[config.mk]
export PLATFORM = sky130hd
export DESIGN_NAME = store_buffer_q_flat
export DESIGN_NICKNAME = d
export VERILOG_FILES = /design/src/rtl/store_buffer_q_if.sv /design/src/rtl/store_buffer_q.sv /design/src/flat_wrapper.sv
export SDC_FILE = /design/constraint.sdc
export NUM_CORES = 1
export LEC_CHECK = 0
export ABC_CLOCK_PERIOD_IN_PS = 15890
export BUFFER_PORTS_ARGS = -buffer_cell sky130_fd_sc_hd__buf_4
export CAP_MARGIN = 10
export CORE_MARGIN = 2
export CORE_UTILIZATION = 30
export DETAILED_ROUTE_END_ITERATION = 8
export PLACE_DENSITY = 0.46
export RECOVER_POWER = 50
export SLEW_MARGIN = 0
export SYNTH_ARGS = -nofsm -noshare
export SYNTH_HDL_FRONTEND = slang
export SYNTH_SLANG_ARGS = --single-unit
[constraint.sdc]
create_clock -name clk -period 15.89 [get_ports clk]
set_input_delay 0.7945 -clock clk [delete_from_list [all_inputs] [get_ports clk]]
set_output_delay 0.7945 -clock clk [all_outputs]
set_load 0.05 [all_outputs]
[src/rtl/store_buffer_q_if.sv]
// Store-buffer boundary bundle: the enqueue port from the LSQ and the
// write port toward the data cache.
interface store_buffer_q_if #(
  parameter int ROB_ID_SIZE = 4
);
  logic                   enq_valid;
  logic [ROB_ID_SIZE-1:0] enq_rob_id;
  logic [31:0]            enq_addr;
  logic [3:0]             enq_wmask;
  logic [31:0]            enq_wdata;
  logic                   enq_ready;

  logic [31:0]            dmem_addr;
  logic [3:0]             dmem_wmask;
  logic [31:0]            dmem_wdata;
  logic                   dmem_resp;

  modport master (
    output enq_valid, enq_rob_id, enq_addr, enq_wmask, enq_wdata,
    input  enq_ready,
    input  dmem_addr, dmem_wmask, dmem_wdata,
    output dmem_resp
  );

  modport slave (
    input  enq_valid, enq_rob_id, enq_addr, enq_wmask, enq_wdata,
    output enq_ready,
    output dmem_addr, dmem_wmask, dmem_wdata,
    input  dmem_resp
  );
endinterface

[src/rtl/store_buffer_q.sv]
// Age-ordered store buffer: holds speculative stores, commits them in ROB
// order, drains committed stores one at a time and forwards to younger loads.
module store_buffer_q #(
  parameter int DEPTH       = 8,
  parameter int ROB_ID_SIZE = 4
) (
  input  logic                   clk,
  input  logic                   rst,
  store_buffer_q_if.slave        sb,
  input  logic                   commit_valid,
  input  logic [ROB_ID_SIZE-1:0] commit_rob_id,
  input  logic                   flush,
  input  logic [31:0]            ld_addr,
  input  logic [3:0]             ld_rmask,
  output logic                   fwd_hit,
  output logic [31:0]            fwd_data,
  output logic                   fwd_stall,
  output logic [$clog2(DEPTH):0] count,
  output logic                   commit_empty
);
  localparam int PW = $clog2(DEPTH);
  localparam int CW = PW + 1;

  typedef enum logic {SB_IDLE, SB_WAIT} state_t;

  state_t state, state_next;

  logic [ROB_ID_SIZE-1:0] rob_q   [DEPTH];
  logic [29:0]            addr_q  [DEPTH];
  logic [3:0]             wmask_q [DEPTH];
  logic [31:0]            wdata_q [DEPTH];

  logic [PW-1:0] head, cmt, tail, cmt_next;
  logic [CW-1:0] n_total, n_cmt, n_cmt_next;
  logic          enq_fire, commit_fire, pop, issue;
  logic          unused_bits;

  assign unused_bits  = ^{sb.enq_addr[1:0], ld_addr[1:0]};

  assign sb.enq_ready = n_total < CW'(DEPTH);
  assign count        = n_total;
  assign commit_empty = (n_cmt == '0);

  assign enq_fire    = sb.enq_valid && sb.enq_ready && !flush;
  assign commit_fire = commit_valid && (n_cmt < n_total) && (commit_rob_id == rob_q[cmt]);
  assign pop         = (state == SB_WAIT) && sb.dmem_resp;
  assign issue       = (state == SB_IDLE) && (n_cmt != '0);

  // A same-cycle commit lands before the flush, so the committed entry survives it.
  always_comb begin
    cmt_next   = cmt + PW'(commit_fire);
    n_cmt_next = n_cmt + CW'(commit_fire) - CW'(pop);
  end

  always_ff @(posedge clk or negedge rst) begin
    if (!rst) begin
      head    <= '0;
      cmt     <= '0;
      tail    <= '0;
      n_total <= '0;
      n_cmt   <= '0;
    end else begin
      head  <= head + PW'(pop);
      cmt   <= cmt_next;
      n_cmt <= n_cmt_next;
      if (flush) begin
        tail    <= cmt_next;
        n_total <= n_cmt_next;
      end else begin
        tail    <= tail + PW'(enq_fire);
        n_total <= n_total + CW'(enq_fire) - CW'(pop);
      end
    end
  end

  always_ff @(posedge clk) begin
    if (enq_fire) begin
      rob_q[tail]   <= sb.enq_rob_id;
      addr_q[tail]  <= sb.enq_addr[31:2];
      wmask_q[tail] <= sb.enq_wmask;
      wdata_q[tail] <= sb.enq_wdata;
    end
  end

  always_ff @(posedge clk or negedge rst) begin
    if (!rst) state <= SB_IDLE;
    else      state <= state_next;
  end

  always_comb begin
    state_next = state;
    case (state)
      SB_IDLE: if (issue)        state_next = SB_WAIT;
      SB_WAIT: if (sb.dmem_resp) state_next = SB_IDLE;
    endcase
  end

  // Address and data stay on the head entry for the whole transaction; the mask pulses once.
  always_comb begin
    sb.dmem_addr  = '0;
    sb.dmem_wdata = '0;
    sb.dmem_wmask = '0;
    if (n_cmt != '0) begin
      sb.dmem_addr  = {addr_q[head], 2'b00};
      sb.dmem_wdata = wdata_q[head];
    end
    if (issue) sb.dmem_wmask = wmask_q[head];
  end

  // Walk oldest to youngest so the youngest overlapping store is the one kept.
  always_comb begin
    logic          found;
    logic [PW-1:0] sel;
    logic [PW-1:0] idx;
    found     = 1'b0;
    sel       = '0;
    idx       = '0;
    fwd_hit   = 1'b0;
    fwd_stall = 1'b0;
    fwd_data  = '0;
    for (int i = DEPTH - 1; i >= 0; i--) begin
      idx = tail - PW'(i + 1);
      if ((CW'(i) < n_total) && (addr_q[idx] == ld_addr[31:2]) &&
          ((wmask_q[idx] & ld_rmask) != 4'b0)) begin
        found = 1'b1;
        sel   = idx;
      end
    end
    if (found) begin
      if ((wmask_q[sel] & ld_rmask) == ld_rmask) begin
        fwd_hit  = 1'b1;
        fwd_data = wdata_q[sel] & {{8{ld_rmask[3]}}, {8{ld_rmask[2]}},
                                   {8{ld_rmask[1]}}, {8{ld_rmask[0]}}};
      end else begin
        fwd_stall = 1'b1;
      end
    end
  end
endmodule

[src/flat_wrapper.sv]
// flat-port wrapper written by rule: the top's interface ports become plain ports
module store_buffer_q_flat 
#(
  parameter int DEPTH       = 8,
  parameter int ROB_ID_SIZE = 4
)
  (clk, rst, commit_valid, commit_rob_id, flush, ld_addr, ld_rmask, fwd_hit, fwd_data, fwd_stall, count, commit_empty, sb_enq_valid, sb_enq_rob_id, sb_enq_addr, sb_enq_wmask, sb_enq_wdata, sb_enq_ready, sb_dmem_addr, sb_dmem_wmask, sb_dmem_wdata, sb_dmem_resp);
  store_buffer_q_if #(.ROB_ID_SIZE(ROB_ID_SIZE)) sb_i ();
  input  logic clk;
  input  logic rst;
  input  logic commit_valid;
  input  logic [ROB_ID_SIZE-1:0] commit_rob_id;
  input  logic flush;
  input  logic [31:0] ld_addr;
  input  logic [3:0] ld_rmask;
  output logic fwd_hit;
  output logic [31:0] fwd_data;
  output logic fwd_stall;
  output logic [$clog2(DEPTH):0] count;
  output logic commit_empty;
  input wire logic [$bits(sb_i.enq_valid)-1:0] sb_enq_valid;
  input wire logic [$bits(sb_i.enq_rob_id)-1:0] sb_enq_rob_id;
  input wire logic [$bits(sb_i.enq_addr)-1:0] sb_enq_addr;
  input wire logic [$bits(sb_i.enq_wmask)-1:0] sb_enq_wmask;
  input wire logic [$bits(sb_i.enq_wdata)-1:0] sb_enq_wdata;
  output wire logic [$bits(sb_i.enq_ready)-1:0] sb_enq_ready;
  output wire logic [$bits(sb_i.dmem_addr)-1:0] sb_dmem_addr;
  output wire logic [$bits(sb_i.dmem_wmask)-1:0] sb_dmem_wmask;
  output wire logic [$bits(sb_i.dmem_wdata)-1:0] sb_dmem_wdata;
  input wire logic [$bits(sb_i.dmem_resp)-1:0] sb_dmem_resp;
  assign sb_i.enq_valid = sb_enq_valid;
  assign sb_i.enq_rob_id = sb_enq_rob_id;
  assign sb_i.enq_addr = sb_enq_addr;
  assign sb_i.enq_wmask = sb_enq_wmask;
  assign sb_i.enq_wdata = sb_enq_wdata;
  assign sb_enq_ready = sb_i.enq_ready;
  assign sb_dmem_addr = sb_i.dmem_addr;
  assign sb_dmem_wmask = sb_i.dmem_wmask;
  assign sb_dmem_wdata = sb_i.dmem_wdata;
  assign sb_i.dmem_resp = sb_dmem_resp;
  store_buffer_q #(.DEPTH(DEPTH), .ROB_ID_SIZE(ROB_ID_SIZE)) u_core (.clk(clk), .rst(rst), .sb(sb_i), .commit_valid(commit_valid), .commit_rob_id(commit_rob_id), .flush(flush), .ld_addr(ld_addr), .ld_rmask(ld_rmask), .fwd_hit(fwd_hit), .fwd_data(fwd_data), .fwd_stall(fwd_stall), .count(count), .commit_empty(commit_empty));
endmodule
==> results of run 1 <==
placed cells by master, fill, tap and decap left out, types with 16 or more instances in the layout:
cell       instances
edfxtp_1         560
mux4_2           471
mux2i_1          447
nor2_1           212
buf_4            187
xnor2_1          162
mux2_2           122
a21oi_1          110
nand2_1          105
clkbuf_1          96
clkbuf_16         74
o22ai_1           58
nand4_1           57
nor3_1            53
nand3_1           47
inv_1             46
a211oi_1          46
o21ai_0           44
a22oi_1           35
nand2b_1          25
ha_1              24
and3_1            23
clkinv_1          20
and2_1            20
nor4_1            20
xor2_1            19
a221oi_1          18
nor2b_1           17
o211ai_1          17
or3_1             16
sequential cells by signal, summed over array words and instances (netlist names):
signal,count
u_core.n_cmt,4
u_core.tail,3
u_core.cmt,3
u_core.state,1
u_core.wdata_q,256
u_core.wmask_q,32
u_core.addr_q,240
u_core.count,4
u_core.head,3
u_core.rob_q,32
layer usage:
layer | wire length (um) | track usage (%) | share of wire [%] | vias to the layer above
li1 | - | - | - | 13860
met1 | 78700 | 32.9 | 44 | 17335
met2 | 81300 | 35.4 | 46 | 1413
met3 | 13000 | 4.29 | 7.3 | 225
met4 | 5420 | 7.06 | 3.0 | 18
met5 | 105 | 0 | 0.059 | -
worst max-delay path, delay by kind of cell, from the launching register on:
kind            cells  cell delay (ns)
buf+inv             7             3.91
simple gates        5             2.59
compound gates      4             0.78
mux                 3             0.93
flops               1             1.47
fa+ha+maj           1             0.86
xor+xnor            1             0.12
stage by stage:
step                setup WS (ns)  hold slack, ns  util, %
global route                 2.94           0.407     33.6
CTS                          4.63           0.246     33.8
detailed placement           5.41           0.692     32.3
floorplan                    7.54           0.477        -
finish                       3.57           0.417     33.7
global placement             5.49           0.689     32.3
cells by family after synthesis:
group / count (synthesis) / share of synthesized area [%]
adder cells (fa/ha/maj): 28 / 0.816
other: 1 / 0.00837
XOR/XNOR: 185 / 3.64
AO/OA/AOI/OAI: 492 / 7.72
AND/OR/NAND/NOR: 672 / 7.85
flip-flops: 578 / 38.6
multiplexers: 1044 / 37.0
buffers and inverters: 362 / 4.43
final timing paths:
kind,start,end,slack [ns],cells past startpoint
max in group asynchronous,rst,u_core.tail[0]$_DFF_PN0_,14.01,2
min in group asynchronous,rst,u_core.state$_DFF_PN0_,0.92,2
setup / recovery,u_core.tail[1]$_DFF_PN0_,fwd_data[3],3.57,21
setup reg to reg,u_core.tail[1]$_DFF_PN0_,u_core.addr_q[0][7]$_DFFE_PP_,10.31,4
hold / removal,sb_enq_addr[30],u_core.addr_q[6][28]$_DFFE_PP_,0.42,1
hold reg to reg,u_core.cmt[2]$_DFF_PN0_,u_core.cmt[2]$_DFF_PN0_,0.69,1
power by group through the flow:
| stage | combinational (W) | sequential, W | clock (W) |
|---|---|---|---|
| floorplan | 0.00501 | 0.00186 | 0 |
| global placement | 0.00688 | 0.00202 | 0 |
| detailed placement | 0.00687 | 0.00202 | 0 |
| CTS | 0.00690 | 0.00199 | 0.00165 |
| global route | 0.00726 | 0.00201 | 0.00172 |
| finish | 0.00695 | 0.00199 | 0.00161 |
layout make-up:
type                    count  area [um2]
diodes                      4        10.0
clock buffers              95        1940
clock inverters            38         415
fillers                 14625       98200
inverters                  64         245
multi-input cells        2423       25700
flip-flops and latches    578       17300
well taps                1930        2410
repair buffers            270        1820
==> results.toml, run 1 <==
[clock_tree]
cts_tree = "done"
postCtsSetupRepairBufs = 0
ctsResizeCount = 0
ctsHoldBuffers = 1
clk_pin_slew_ns = 0.05
numCtsBuffers = 74
insertion_delay_ns = 0.73
cts_buffer_depth = 3
cts_sinks = 578
htreeDepth = 3
clockRootBuffer = "clkbuf_16"

[sta]
period_needed_ns = 12.32
fin_tns_setup_ns = 0
slew_headroom_pct = -116
finalHoldViolations = 0
finalCritPeriodShare_pct = 77.6
setup_viol = 0
tightest_slew_ns = 3.24
skew_ns = 0.0590
slew_violations = 185
rsz0062_at_grt = "no"
clock.fmax_ghz = 0.0811

[worst_setup_path]
path_class = "register to output port"
worst_path_most_repeated_cell = "buf_4"
endpoint_kind = "output port"
cp_cell_sequence = "inv_1 > ha_4 > buf_4 > buf_4 > mux4_2 > mux2i_1 > xnor2_1 > nor4_1 > nand3b_1 > or4_4 > o22ai_1 > mux2i_1 > o21ai_4 > buf_4 > buf_4 > o21ai_0 > o2111a_1 > nand4bb_2 > buf_4 > nor3_1 > buf_4"
cp-start-kind = "register"
cp_slowest_cell = "dfrtp_1"
required_ns = 15.10
critPathMaxStageDelay_ns = 1.47
critical_path_arrival_ns = 11.53
cp_max_fo = 91

[run_status]
status = "finished, violations left"
violations = "max-capacitance violations, max-slew violations"

[worst_hold_path]
hold_path_class = "input port to register"

[finish]
areaGrowthSynthToFinish_pct = 11.2
fin_area_um2 = 49800
drive_above_1_share_pct = 27.6
fin_nets = 3557
finalNonFillerCells = 5402

[drt]
wl_mm = 179
via_count = 32851
final_antenna_net_count = 0
wire_per_inst_um = 33.0
viasPerCell = 6.08
firstDrtPassIters = 5
first_iter_violations = 3784
drcViolationCount = 0

[yosys]
synthCells = 3362
synth_area_leader_cell = "edfxtp_1"
synthDistinctLibCells = 106
yosysWarnings = 0
synth_flop_cell = "edfxtp_1"
netlist.area_leader.share_pct = 37.6
synth_area_um2 = 44800
ys_seq_area_share_pct = 38.6
ys_seq_elements = 578
synth_edf_count = 560
avgSynthCellArea_um2 = 13.3
synth_common_cells = "edfxtp_1, mux4_2, mux2i_1"
yosysMostFrequentCell = "edfxtp_1"
synthArstFlopShare_pct = 3.11
synth_area_leaders = "edfxtp_1, mux4_2, mux2i_1"

[power]
power_density_nw_per_um2 = 212
pwr-share-seq_pct = 18.8
power_frac_clock_pct = 15.3
ir_drop_uv = 261
p_sw_share_pct = 48.6
leakagePower_nw = 16.0
fin_total_pwr_w = 0.0105
combPwrFrac_pct = 65.9
p_int_w = 0.00542
switchingPower_w = 0.00513

[global_routing]
grt_pass1_wl_mm = 253
antenna_found_initial = 17
gr-total-overflow = 0
grt_pass1_vias = 31940
grt_max_degree = 136
globalRouteTotalUtil_pct = 23.0

[placement]
io_buffers = 219
routabilityCongestion = 1.02
placed_area_um2 = 47700
dp.cells = 5264
dpl.hpwl_mm = 124

[floorplan]
rows = 141
die_w_um = 390
die_height_um = 390
initial_core_util_pct = 30.3
core_um2 = 148000
io_pins = 226
dieArea_um2 = 152000

[flow_run]
drv_cap = 6
(Power assumes the default switching activity.)
==> inputs of run 2 (changes only) <==
- ABC_CLOCK_PERIOD_IN_PS: 15890 -> 10850
- PLACE_DENSITY: 0.46 -> 0.47
- clock period: 15.89 -> 10.85 ns (I/O delays scaled with it)
==> run 2 against run 1 <==
Effect of this change: the flow still finishes with violations (max-capacitance violations, max-slew violations); worst setup slack worse by 2.5 ns; sequential power up 43%; register-to-register slack worse by 4.8 ns; first-iteration DRC count about the same; critical endpoint is now fwd_data[16]; utilization about the same.
==> results.toml, run 2 (synthesized netlist as in run 1, its figures left out) <==
[run_status]
status = "finished, violations left"
violations = "max-capacitance violations, max-slew violations"

[finish]
drive_above_1_share_pct = 27.8
final_common_cell = "edfxtp_1"
largestRegisters = "u_core.wdata_q: 256 flops, u_core.addr_q: 240 flops"
largest_reg_flops = 256
areaGrowthSynthToFinish_pct = 11.3
finalNonFillerCells = 5415
fin_nets = 3573
final_cell_mix = "edfxtp_1, mux4_2, mux2i_1"
top_register = "u_core.wdata_q"

[floorplan]
initial_core_util_pct = 30.3
rows = 141
io_pins = 226
die_height_um = 390
dieArea_um2 = 152000
core_um2 = 148000
die_w_um = 390

[clock_tree]
postCtsSetupRepairBufs = 0
clockRootBuffer = "clkbuf_16"
ctsResizeCount = 0
htreeDepth = 3
clk_pin_slew_ns = 0.06
cts_sinks = 578
ctsHoldBuffers = 1
cts_tree = "done"
insertion_delay_ns = 0.71
numCtsBuffers = 74
cts_buffer_depth = 3

[power]
switchingPower_w = 0.00760
power_density_nw_per_um2 = 312
p_int_w = 0.00794
p_sw_share_pct = 48.9
combPwrFrac_pct = 66.8
power_frac_clock_pct = 15.0
pwr-share-seq_pct = 18.3
ir_drop_uv = 213
leakagePower_nw = 16.0

[worst_setup_path]
cp-start-kind = "register"
endpoint_kind = "output port"
path_class = "register to output port"
critical_path_arrival_ns = 9.23
required_ns = 10.31
cp_max_fo = 36

[drt]
wl_mm = 180
final_antenna_net_count = 0
via_count = 32961
viasPerCell = 6.09
wire_per_inst_um = 33.2
firstDrtPassIters = 5
drcViolationCount = 0
first_iter_violations = 3786

[global_routing]
grt_max_degree = 129
grt_pass1_wl_mm = 254
gr-total-overflow = 0
globalRouteTotalUtil_pct = 23.2
antenna_found_initial = 22
grt_pass1_vias = 32181

[sta]
slew_violations = 210
clock.fmax_ghz = 0.102
skew_ns = 0.0452
fin_tns_setup_ns = 0
finalHoldViolations = 0
finalCritPeriodShare_pct = 90.0
slew_headroom_pct = -163
tightest_slew_ns = 3.94
period_needed_ns = 9.77
worst_slack_ns = 1.08
setup_viol = 0
rsz0062_at_grt = "no"

[worst_hold_path]
hold_path_class = "input port to register"

[placement]
dp.cells = 5280
dpl.hpwl_mm = 127
io_buffers = 219
routabilityCongestion = 1.04
place_ws_ns = 1.87

[flow_run]
drv_cap = 7
## run 2: changes by cell type in the layout (fill, tap and decap cells not counted), moves of 2 or more
| cell | delta |
|---|---|
| and3_4 | -2 |
| clkinv_16 | -2 |
| and3_1 | +2 |
| clkinv_2 | +2 |
| buf_4 | +11 |
| clkinv_1 | +5 |
| diode_2 | -2 |
| clkinvlp_4 | -2 |
| buf_12 | +2 |
## run 2: worst paths after layout
path | start | to | slack (ns) | depth (start not counted)
setup / recovery | u_core.tail[2]$_DFF_PN0_ | fwd_data[16] | 1.08 | 18
hold / removal | flush | u_core.count[1]$_DFF_PN0_ | 0.14 | 2
setup reg to reg | u_core.count[3]$_DFF_PN0_ | u_core.addr_q[5][13]$_DFFE_PP_ | 5.47 | 4
hold reg to reg | u_core.n_cmt[3]$_DFF_PN0_ | u_core.n_cmt[3]$_DFF_PN0_ | 0.69 | 3
max in group asynchronous | rst | u_core.tail[0]$_DFF_PN0_ | 9.39 | 2
min in group asynchronous | rst | u_core.head[1]$_DFF_PN0_ | 0.63 | 2
## run 2: power groups by stage
stage | registers [W] | clock network (W) | logic, W
2_1_floorplan | 0.00272 | 0 | 0.00733
3_3_place_gp | 0.00288 | 0 | 0.0103
3_5_place_dp | 0.00289 | 0 | 0.0103
4_1_cts | 0.00284 | 0.00238 | 0.0103
5_1_grt | 0.00285 | 0.00247 | 0.0108
6_report | 0.00284 | 0.00232 | 0.0104
## run 2: per-layer routing
metal  vias up  global-route usage, %  wire, um
met1     17403                   33.2     78800
met5         -                      0       170
met3       239                   4.04     13000
li1      13900                      -         -
met2      1393                   36.0     82500
met4        26                   6.93      5430
## run 2: metrics by stage
step / hold slack [ns] / cell area, um2 / util [%] / total power (W)
after CTS: 0.0211 / 50200 / 33.9 / 0.0155
after detailed placement: 0.446 / 47900 / 32.3 / 0.0132
after global placement: 0.442 / 47900 / 32.3 / 0.0131
after global routing: 0.134 / 49800 / 33.7 / 0.0161
after floorplan: 0.247 / 44800 / - / 0.0101
final: 0.136 / 49800 / 33.7 / 0.0155
## run 2: final cells by class
cell class	instances	area, um2
Fill cell	14579	98200
Antenna cell	2	5.00
Clock buffer	90	1910
Tap cell	1930	2410
Inverter	64	245
Timing Repair Buffer	286	1950
Sequential cell	578	17300
Multi-Input combinational cell	2423	25700
Clock inverter	42	364
## run 2: critical path: stages (launching register included)
cell      delay (ns)
dfrtp_4         0.86
clkinv_1        0.71
ha_4            0.64
buf_4           0.33
mux4_2          0.34
mux2i_1         0.62
xnor2_1         0.29
nor4_1          0.82
nand3b_1        0.20
or4_4           0.57
nand4_2         0.13
and2_1          0.64
a21oi_1         0.14
a22o_1          0.26
a211o_1         0.26
nand4_1         0.37
nand4_2         0.54
nor3_1          0.45
buf_4           0.26
